**src/rtl/mux4_bus_arbiter_pkg.sv**
```systemverilog
// Shared definitions for the four-requester round-robin bus arbiter:
// requester count, select width, FSM state encoding and a one-hot helper.
package mux4_bus_arbiter_pkg;

    localparam int NUM_REQ = 4;
    localparam int SEL_W   = 2;

    typedef enum logic {
        ST_IDLE = 1'b0,
        ST_BUSY = 1'b1
    } arb_state_e;

    // One-hot vector with bit 'idx' set; used for gnt, done and err.
    function automatic logic [NUM_REQ-1:0] onehot(input logic [SEL_W-1:0] idx);
        return NUM_REQ'(1) << idx;
    endfunction

endpackage

```
**src/rtl/mux4_bus_arbiter_rr_pick4.sv**
```systemverilog
// Round-robin pick: rotates the request vector so that requester last+1 sits
// at bit 0, takes the lowest set bit, then rotates the index back.
module mux4_bus_arbiter_rr_pick4
    import mux4_bus_arbiter_pkg::*;
(
    input  logic [NUM_REQ-1:0] req,
    input  logic [SEL_W-1:0]   last,
    output logic               any,
    output logic [SEL_W-1:0]   pick
);

    logic [SEL_W-1:0]     w_rot_amt;
    logic [2*NUM_REQ-1:0] w_dbl;
    logic [NUM_REQ-1:0]   w_rot;
    logic [SEL_W-1:0]     w_idx;

    // Rotation amount wraps naturally: last=3 gives 0, i.e. requester 0 first.
    assign w_rot_amt = last + SEL_W'(1);
    assign w_dbl     = {req, req};
    assign w_rot     = w_dbl[w_rot_amt +: NUM_REQ];

    // Fixed priority on the rotated vector: lowest index wins.
    always_comb begin
        w_idx = '0;
        for (int i = NUM_REQ - 1; i >= 0; i--) begin
            if (w_rot[i]) w_idx = SEL_W'(i);
        end
    end

    assign pick = w_idx + w_rot_amt;
    assign any  = |req;

endmodule

```
**src/rtl/mux4_bus_arbiter.sv**
```systemverilog
// Round-robin arbiter for one shared resource with four requesters. Holds each
// grant until bus_ack, aborts a transaction after TIMEOUT unacked busy cycles,
// and drives the registered select of the 4:1 datapath mux in front of the
// resource.
module mux4_bus_arbiter
    import mux4_bus_arbiter_pkg::*;
#(
    parameter int TIMEOUT = 16,
    parameter int CNT_W   = 5
) (
    input  logic               clk,
    input  logic               rst_n,
    input  logic [NUM_REQ-1:0] req,
    output logic [NUM_REQ-1:0] gnt,
    output logic [SEL_W-1:0]   sel,
    output logic               bus_valid,
    input  logic               bus_ack,
    output logic [NUM_REQ-1:0] done,
    output logic [NUM_REQ-1:0] err,
    output logic               busy
);

    arb_state_e         r_state;
    logic [CNT_W-1:0]   r_cnt;
    logic [SEL_W-1:0]   r_last;
    logic [SEL_W-1:0]   r_sel;
    logic [NUM_REQ-1:0] r_done;
    logic [NUM_REQ-1:0] r_err;

    arb_state_e         w_state_nxt;
    logic [CNT_W-1:0]   w_cnt_nxt;
    logic [SEL_W-1:0]   w_last_nxt;
    logic [SEL_W-1:0]   w_sel_nxt;
    logic [NUM_REQ-1:0] w_done_nxt;
    logic [NUM_REQ-1:0] w_err_nxt;

    logic               w_any;
    logic [SEL_W-1:0]   w_pick;
    logic               w_timeout_hit;

    mux4_bus_arbiter_rr_pick4 u_pick (
        .req  (req),
        .last (r_last),
        .any  (w_any),
        .pick (w_pick)
    );

    // A zero TIMEOUT disables the abort path entirely.
    assign w_timeout_hit = (TIMEOUT != 0) && (r_cnt == CNT_W'(TIMEOUT - 1));

    // Next-state and next-output logic; ack takes precedence over timeout.
    always_comb begin
        // NOTE: every target gets a default first so no path leaves a value
        // unassigned, which would otherwise infer a latch.
        w_state_nxt = r_state;
        w_cnt_nxt   = r_cnt;
        w_last_nxt  = r_last;
        w_sel_nxt   = r_sel;
        w_done_nxt  = '0;
        w_err_nxt   = '0;
        case (r_state)
            ST_IDLE: begin
                if (w_any) begin
                    w_state_nxt = ST_BUSY;
                    w_sel_nxt   = w_pick;
                    w_cnt_nxt   = '0;
                end
            end
            ST_BUSY: begin
                if (bus_ack) begin
                    w_state_nxt = ST_IDLE;
                    w_done_nxt  = onehot(r_sel);
                    w_last_nxt  = r_sel;
                end else if (w_timeout_hit) begin
                    w_state_nxt = ST_IDLE;
                    w_err_nxt   = onehot(r_sel);
                    w_last_nxt  = r_sel;
                end else if (r_cnt != {CNT_W{1'b1}}) begin
                    w_cnt_nxt = r_cnt + CNT_W'(1);
                end
            end
            default: w_state_nxt = ST_IDLE;
        endcase
    end

    // State and output registers; reset aborts silently and favours requester 0.
    always_ff @(posedge clk or negedge rst_n) begin
        if (!rst_n) begin
            r_state <= ST_IDLE;
            r_cnt   <= '0;
            r_last  <= SEL_W'(NUM_REQ - 1);
            r_sel   <= '0;
            r_done  <= '0;
            r_err   <= '0;
        end else begin
            // NOTE: non-blocking assignments so every register samples the
            // pre-edge values regardless of statement order.
            r_state <= w_state_nxt;
            r_cnt   <= w_cnt_nxt;
            r_last  <= w_last_nxt;
            r_sel   <= w_sel_nxt;
            r_done  <= w_done_nxt;
            r_err   <= w_err_nxt;
        end
    end

    assign gnt       = (r_state == ST_BUSY) ? onehot(r_sel) : '0;
    assign sel       = r_sel;
    assign bus_valid = (r_state == ST_BUSY);
    assign busy      = (r_state == ST_BUSY);
    assign done      = r_done;
    assign err       = r_err;

endmodule

```
**config.mk**
```make
export PLATFORM = sky130hd
export DESIGN_NAME = mux4_bus_arbiter
export DESIGN_NICKNAME = d
export VERILOG_FILES = /design/src/rtl/mux4_bus_arbiter_pkg.sv /design/src/rtl/mux4_bus_arbiter_rr_pick4.sv /design/src/rtl/mux4_bus_arbiter.sv
export SDC_FILE = /design/constraint.sdc
export NUM_CORES = 1
export LEC_CHECK = 0
export CORE_UTILIZATION = 25
export CTS_CLUSTER_SIZE = 10
export DETAILED_ROUTE_END_ITERATION = 16
export GPL_ROUTABILITY_DRIVEN = 1
export MAX_ROUTING_LAYER = met4
export SETUP_SLACK_MARGIN = 0.02
export SYNTH_ARGS = -nofsm -noshare
export SYNTH_HDL_FRONTEND = slang
export SYNTH_SLANG_ARGS = --single-unit
```
**constraint.sdc**
```tcl
create_clock -name clk -period 2.7 [get_ports clk]
set_clock_uncertainty 0.15 [all_clocks]
set_input_delay 0.81 -clock clk [delete_from_list [all_inputs] [get_ports clk]]
set_output_delay 0.81 -clock clk [all_outputs]
set_load 0.005 [all_outputs]
```
# Word-level counts from Yosys, hierarchy flattened
# Index checks and enable logic that the tools add are counted.
op_classes:
  reduce_logical: 5
  n_addsub: 3
  n_mux: 21
  shifts: 2
  bitwise_logic: 1
  eq_ne: 6
ops:
  columns: ["cell", "n"]
  rows:
  - ["$mux W4", 6]
  - ["$mux W5", 4]
  - ["$mux W2", 6]
  - ["$pmux W5 S2", 1]
  - ["$shiftx A8 B3 Y4", 1]
  - ["$add A5 B1 Y5 const B", 1]
  - ["$eq A5 B4 Y1 const B", 1]
  - ["$ne A5 B5 Y1 const B", 1]
  - ["$ne A2 B1 Y1 const B", 2]
  - ["$ne A2 B2 Y1 const B", 2]
  - ["$reduce_and A2 Y1", 2]
  - ["$reduce_and A4 Y1", 1]
  - ["$reduce_or A4 Y1", 1]
  - ["$shl A1 B2 Y4 const A", 1]
  - ["$mux W1", 3]
  - ["$add A2 B1 Y2 const B", 1]
  - ["$add A2 B2 Y2", 1]
  - ["$pmux W1 S2", 1]
  - ["$reduce_bool A2 Y1", 1]
  - ["$not A1 Y1", 1]
totals:
  inputBits: 7
  out_inout_bits: 16
  ff_bits: 18
  wordCells: 44

# Longest topological paths before layout
# Gate-level depths: netlist (run 1).
depth:
  ltp_word: 7
  ltp_mapped: 10
  ltp_nobuf: 9

# Cells and area by module
# A second synthesis (run 1) with hierarchy kept.
unflattened:
  cells_unflattened: 93
  area_unflattened_um2: 1001.0
by_module_without_submodules:
  columns: ["mod", "cells_per_inst", "instances", "area_per_inst_um2", "seq_area_each_um2"]
  rows:
  - ["mux4_bus_arbiter", 66, 1, 825.8, 452.9]
  - ["mux4_bus_arbiter_rr_pick4", 27, 1, 175.2, 0.0]

# Worst setup path after synthesis (run 1)
# Ideal clock, no wire load.
synth_path:
  kind: "input-to-reg"
  from: "in req[3]"
  to: "reg r_sel[1], in the netlist sel[1]"
  setup_time_ns: 0.080
  arrival_time_ns: 2.185
  required_ns: 2.470
  cell_stages: 9
  setup_slack_ns: 0.285
  path_buffers: 0
  cell_sequence: "nor2_1 > nor3_1 > a21oi_1 > nand2_1 > ha_1 > xor2_2 > xnor2_1 > or4_1 > o211ai_2"
synth_via:
  elab_chain_len: 6
  word_cells_on_any_way: 8
  cone_classes: "add/sub: 1; shift: 1; mux: 4; reduce/logical: 2"
synth_lines:
  columns: ["element", "line", "source"]
  rows:
  - ["start, declared", "mux4_bus_arbiter.sv:13", "input logic [NUM_REQ-1:0] req,"]
  - ["$shiftx A8 B3 Y4", "mux4_bus_arbiter_rr_pick4.sv:20", "assign w_rot = w_dbl[w_rot_amt +: NUM_REQ];"]
  - ["$mux W2 (4 in a row)", "mux4_bus_arbiter_rr_pick4.sv:26", "if (w_rot[i]) w_idx = SEL_W'(i);"]
  - ["$add A2 B2 Y2", "mux4_bus_arbiter_rr_pick4.sv:30", "assign pick = w_idx + w_rot_amt;"]
  - ["end signal, assigned", "mux4_bus_arbiter.sv:101", "r_sel <= w_sel_nxt;"]
  - ["end, declared", "mux4_bus_arbiter.sv:26", "logic [SEL_W-1:0] r_sel;"]
# Parallel ways exist; a longest one is shown, timed or not.
# A chain may end at the register's enable or synchronous reset.

# Final worst setup path (run 1)
layout_path:
  from: "reg r_sel[0], in the netlist sel[0]"
  to: "out gnt[2]"
layout_via:
  elab_chain_len: 2
layout_lines:
  columns: ["element", "line", "source"]
  rows:
  - ["$shl A1 B2 Y4", "mux4_bus_arbiter_pkg.sv:15", "return NUM_REQ'(1) << idx;"]
  - ["$mux W4", "mux4_bus_arbiter.sv:107", "assign gnt = (r_state == ST_BUSY) ? onehot(r_sel) : '0;"]
  - ["end, declared", "mux4_bus_arbiter.sv:14", "output logic [NUM_REQ-1:0] gnt,"]
# No other way between the ends.

==> metrics, run 1 <==
outcome completed; Mapped Cells 102; die area 4075 µm²; WS Path Type flop to output port; sequential area share after synthesis roughly 47%; Longest Clk Path Bufs 2; nets approximately 140; net count after synthesis around 110; Post-Syn Area about 960 µm²; Primary FF master, synth dfrtp_1; Die Span Y 63.84 µm; Clock Tree Root clkbuf_8; Critical Path Fanout Max 9; Starting Density 26.11%; largest family of logic cells by synthesized area simple AND/OR/NAND/NOR gates; Slew @ Worst Pin 0.2880 ns; pwr/cell area around 890 nW/µm²; post_cts resized 5; clock insertion delay at the later pin of the skew report ~0.25 ns; Tot GR Track Use 11.81%; CP endpoint kind output port; via density per instance approximately 4.6; Fin Hold WS ~0.39 ns; PnR worst setup slack 0.1686 ns; Mean Syn Cell Area 9.372 µm²; crit-path cells nand2b_1, nor2_1, clkdlybuf4s50_1; Initial DRC Count 25; Worst-path clk slew 0.07 ns; Post-Place Setup Slack -0.3023 ns; max-slew violation count 0; n_diodes 0; drt wl/cell 11.53 µm; Critical Path Max Stage Delay 0.51 ns; Core Area roughly 3700 µm²; Netlist cell types 39; Hold Vio Cnt, Final 0; drt drc 0; initial antenna violation count 0; vias in the first global route 832; Lkg Pwr between 0.5 and 0.6 nW; met1 WL ~900 µm; Area Overhead vs Synth 39.53%; CTS tree yes; final wirelength 2.076 mm; num rows 22; CTS buffer count 3; Yosys Warn Count 0; Final HPWL DP 1.594 mm; largest net degree at the start of global routing 19; Port Buffers 22; layout cells sized above 1 20.45%; Post-synth EDFFs 0; maxcap violations 0; xor/xnor share of the synthesized area 3.534%; met3 wire length 93 µm; area share of fa/ha/maj cells after synthesis 5.236%; DRT antenna net count 0; first-pass GRT wire length 3.677 mm; FF+latch count, synth 18; fillers around 380; Routability Congestion 0.7572; chip width 63.84 µm; Final Setup Violations 0; Synth async-reset ratio 100.0%; CP bufs+invs 1; Synth Area in Simple Gates 26.57%; placed cells 176; max frequency 0.3950 GHz; worst vdd ir 0.2865 mV; H-tree level count 1; reg-to-reg slack, setup 0.47 ns; Top Family by Delay on Critical Path buffers and inverters; fin cells 180; WP data required 1.74 ns; drt pass-1 iters 5; Hold Buf Count CTS 0; IO Pins 23; Synth Area in Compound Gates about 10%; routed wl met2 around 1.1 mm; RSZ-0062 raised after global routing false; top layer in use met4; Tcrit/Tclk final a little over nine tenths; Final Core Density 36.43%; Tmin final 2.531 ns; startpoint types flop; worst hold-check path type flop to flop; mux cell area share after synthesis 3.403%; clock sink count 18; max-slew headroom at the worst pin 80.60%; Data arrival, critical path between 1.5 and 2 ns; slowest CP cell clkdlybuf4s50_1; # Post-CTS Setup Buffers 0; via count 830; grt total ovfl 0
==> layout by cell type, fill, tap and decap left out, types with 3 or more instances in the layout <==
cell type        instances
clkdlybuf4s50_1         18
o21ai_0                  3
nand2b_1                 3
buf_4                    7
dlygate4sd2_1            3
nor3_1                   5
clkbuf_8                 4
dfrtp_1                 15
nor2_2                   3
nor2_1                  17
ha_1                     3
nand2_1                 14
==> flip-flops by register name, indices dropped and copies added (netlist names) <==
register,cells
r_cnt,5
done,4
err,4
r_last,2
sel,2
bus_valid,1
==> worst reg2reg max path, cell delays in order, from the launching register on <==
cell and delay (ns):
dfrtp_1 0.41, ha_1 0.24, and3_1 0.18, ha_1 0.20
or3b_1 0.39, nor2_1 0.18, nand4_1 0.14, xor2_1 0.18
nor2_2 0.05
==> metal layers <==
layer | vias to the layer above | GRT usage [%]
met1 | 405 | 12.86
met4 | 0 | 3.409
li1 | 406 | -
met2 | 17 | 20.74
met5 | - | -
met3 | 2 | 3.393
==> Yosys cell counts, types with 2 or more instances <==
master | instances | area [µm²]
nand2_2 | 2 | 12.51
nor2_1 | 19 | 71.32
dfstp_2 | 2 | 52.55
nand2_1 | 14 | 52.55
nor3_1 | 5 | 25.02
ha_1 | 4 | 50.05
o21ai_0 | 4 | 20.02
mux2_2 | 2 | 22.52
a21oi_1 | 2 | 10.01
dfrtp_1 | 16 | 400.4
nand2b_1 | 3 | 18.77
inv_1 | 2 | 7.510
==> final timing paths <==
check | from | to | cells past startpoint
min | r_cnt[4] | r_cnt[4] | 2
min in group asynchronous | rst_n | sel[0] | 2
max reg2reg | r_cnt[0] | r_cnt[3] | 8
min reg2reg | r_cnt[4] | r_cnt[4] | 2
max | sel[0] | gnt[2] | 3
max in group asynchronous | rst_n | r_last[0] | 2
==> cell type report <==
class	count	area [µm²]	area share (%)
multi-input combinational	78	481.7	36.12
sequential	18	454.2	34.05
timing repair buffer	29	271.5	20.36
tap	48	60.06	4.503
clock buffer	4	55.05	4.128
inverter	3	11.26	0.8443
==> power breakdown <==
group	leakage, nW	total, W	internal (W)	switching [W]
Sequential	0.234	0.000461	0.000348	0.000113
Combinational	0.325	0.000505	0.000278	0.000227
Clock	0.0288	0.000217	0.000129	0.0000871
Total	0.587	0.00118	0.000755	0.000427
==> cells by family after synthesis <==
logic type | after synthesis
simple gates | 54
flops | 18
xor+xnor | 3
mux | 3
fa+ha+maj | 4
compound gates | 14
buf+inv | 6
==> metrics by stage <==
step | instance area [µm²] | TNS, ns | total power (W)
2_1_floorplan | 955.9 | 0 | 0.0007574
3_3_place_gp | 1265 | -0.2550 | 0.0009500
3_5_place_dp | 1265 | -0.3023 | 0.0009668
4_1_cts | 1321 | 0 | 0.001188
5_1_grt | 1334 | 0 | 0.001285
6_report | 1334 | 0 | 0.001182
Note: power is estimated with default switching activity, not from simulation.
==> inputs of run 2 (changes only) <==
- REMOVE_ABC_BUFFERS: unset -> 1
==> run 2 against run 1 <==
Effect of this change: hold slack worse by 0.0021 ns; critical path depth up 7; utilization up 0.38 points; sequential share of layout area down 0.35 points; critical path type is now primary input to flop; highest routed layer unchanged.
==> metrics, run 2 (synthesized netlist as in run 1, its figures left out) <==
outcome completed; max-slew headroom at the worst pin 78.58%; Port Buffers 22; reg-to-reg slack, setup between 0.4 and 0.5 ns; die area 4075 µm²; num rows 22; worst hold-check path type flop to flop; switching pwr 0.0004337 W; final wirelength 2.029 mm; Initial DRC Count 38; Clock Tree Root clkbuf_8; max FFs per register 5; largest net degree at the start of global routing 19; Data arrival, critical path around 2.6 ns; grt total ovfl 0; via count 829; Slew @ Worst Pin approximately 0.32 ns; vias in the first global route 811; Hold Buf Count CTS 0; max frequency around 0.39 GHz; maxcap violations 0; initial antenna violation count 0; IO Pins 23; Die Span Y 63.84 µm; hold_sp r_cnt[4]; Routability Congestion 0.7343; Critical Path Fanout Max 4; hold depth 2; startpoint types primary input; total internal power 0.0007580 W; CTS tree yes; worst flop-to-flop path endpoint sel[1]; drt drc 0; drt wl/cell ~11 µm; Final Setup Violations 0; Seq. cell area 454.2 µm²; H-tree level count 1; Post-Place Setup Slack -0.3216 ns; Fin Hold WS 0.3831 ns; CP endpoint kind flop; Final HPWL DP 1.560 mm; Tmin final 2.535 ns; WP data required 2.72 ns; worst vdd ir roughly 0.28 mV; clock sink count 18; max-slew violation count 0; register share of total power 38.9%; chip width roughly 64 µm; Worst-path clk slew 0.07 ns; commonest non-fill, non-tap cells in the layout nor2_1 (18), clkdlybuf4s50_1 (18), dfrtp_1 (15); n_diodes 0; DRT antenna net count 0; Tot GR Track Use 11.42%; layout cells sized above 1 around a fifth; Lkg Pwr 0.5930 nW; via density per instance 4.505; R2R depth 9; fillers 378; end of the worst hold path r_cnt[4]; clock share of power 16.1%; nets 148; Core Area 3661 µm²; Comb pwr share 45.1%; pwr/cell area between 800 and 900 nW/µm²; Net Sw Frac a little over a third; clock insertion delay at the later pin of the skew report 0.26 ns; reg-to-reg critical path startpoint r_last[0]; first-pass GRT wire length around 3.4 mm; Area Overhead vs Synth 40.97%; Starting Density between 20% and 30%; multi-input logic area 479.2 µm²; register with the most flip-flops r_cnt; CTS buffer count 3; Longest Clk Path Bufs 2; PnR worst setup slack 0.1648 ns; Hold Vio Cnt, Final 0; WS Path Type primary input to flop; drt pass-1 iters 6; Tcrit/Tclk final a little over nine tenths; RSZ-0062 raised after global routing false
==> run 2: cell types whose count changed in the layout (fill, tap and decap cells not counted), sizes merged <==
cell | before | now
dlymetal6s2s | 1 | 0
buf | 7 | 11
dlygate4sd2 | 3 | 4
==> run 2: critical path, stage by stage <==
cell and delay [ns]:
dlygate4sd2_1 0.26, or2b_1 0.23, o22ai_1 0.16, o21ai_1 0.10, nand2_1 0.07, ha_2 0.18
xor2_2 0.14, xnor2_1 0.10, or4_1 0.43, o211ai_2 0.08
==> run 2: power by group through the flow <==
stage          logic [W]  registers, W  clock network, W
2_1_floorplan   0.000290      0.000437                 0
3_3_place_gp    0.000497      0.000457                 0
3_5_place_dp    0.000508      0.000461                 0
4_1_cts         0.000545      0.000459          0.000198
5_1_grt         0.000602      0.000478          0.000210
6_report        0.000537      0.000463          0.000191
==> run 2: metrics by stage <==
step                      total power [W]  cells  utilization (%)  setup TNS (ns)  area, µm²
final                            0.001192    184            36.81               0       1348
after global routing             0.001290    184            36.81               0       1348
after CTS                        0.001202    184            36.77               0       1346
after detailed placement        0.0009685    179            35.17         -0.3216       1287
after global placement          0.0009539    179            35.17         -0.2581       1287
after floorplan                 0.0007268     99                -               0      932.1
==> run 2: timing repair <==
action                     CTS  global route
gates resized for setup      8             1
pin swaps                    6             1
setup buffers                1             0
setup endpoints to repair    1             2
==> run 2: how the worst max path moves through the flow <==
stage / startpoint / endpoint / slack [ns] / depth (start not counted)
2_1_floorplan: req[3] / sel[1] / 0.28 / 9
3_3_place_gp: req[2] / sel[1] / -0.26 / 11
3_5_place_dp: req[2] / sel[1] / -0.32 / 10
4_1_cts: req[1] / sel[1] / 0.06 / 10
5_1_grt: req[2] / sel[1] / 0.07 / 11
6_report: req[1] / sel[1] / 0.16 / 10
==> run 2: cell type report <==
| class | count | area share [%] |
|---|---|---|
| multi-input cells | 78 | 35.56 |
| repair buffers | 33 | 22.10 |
| inverters | 3 | 0.8357 |
| clock buffers | 4 | 3.343 |
| well taps | 48 | 4.457 |
| flip-flops and latches | 18 | 33.70 |
==> run 2: routing by layer <==
metal	routed length, µm	vias to the layer above	track usage, %
met5	0	-	-
met4	51	0	8.523
met3	74	4	1.250
met2	964	24	19.02
met1	939	384	12.53
li1	-	417	-
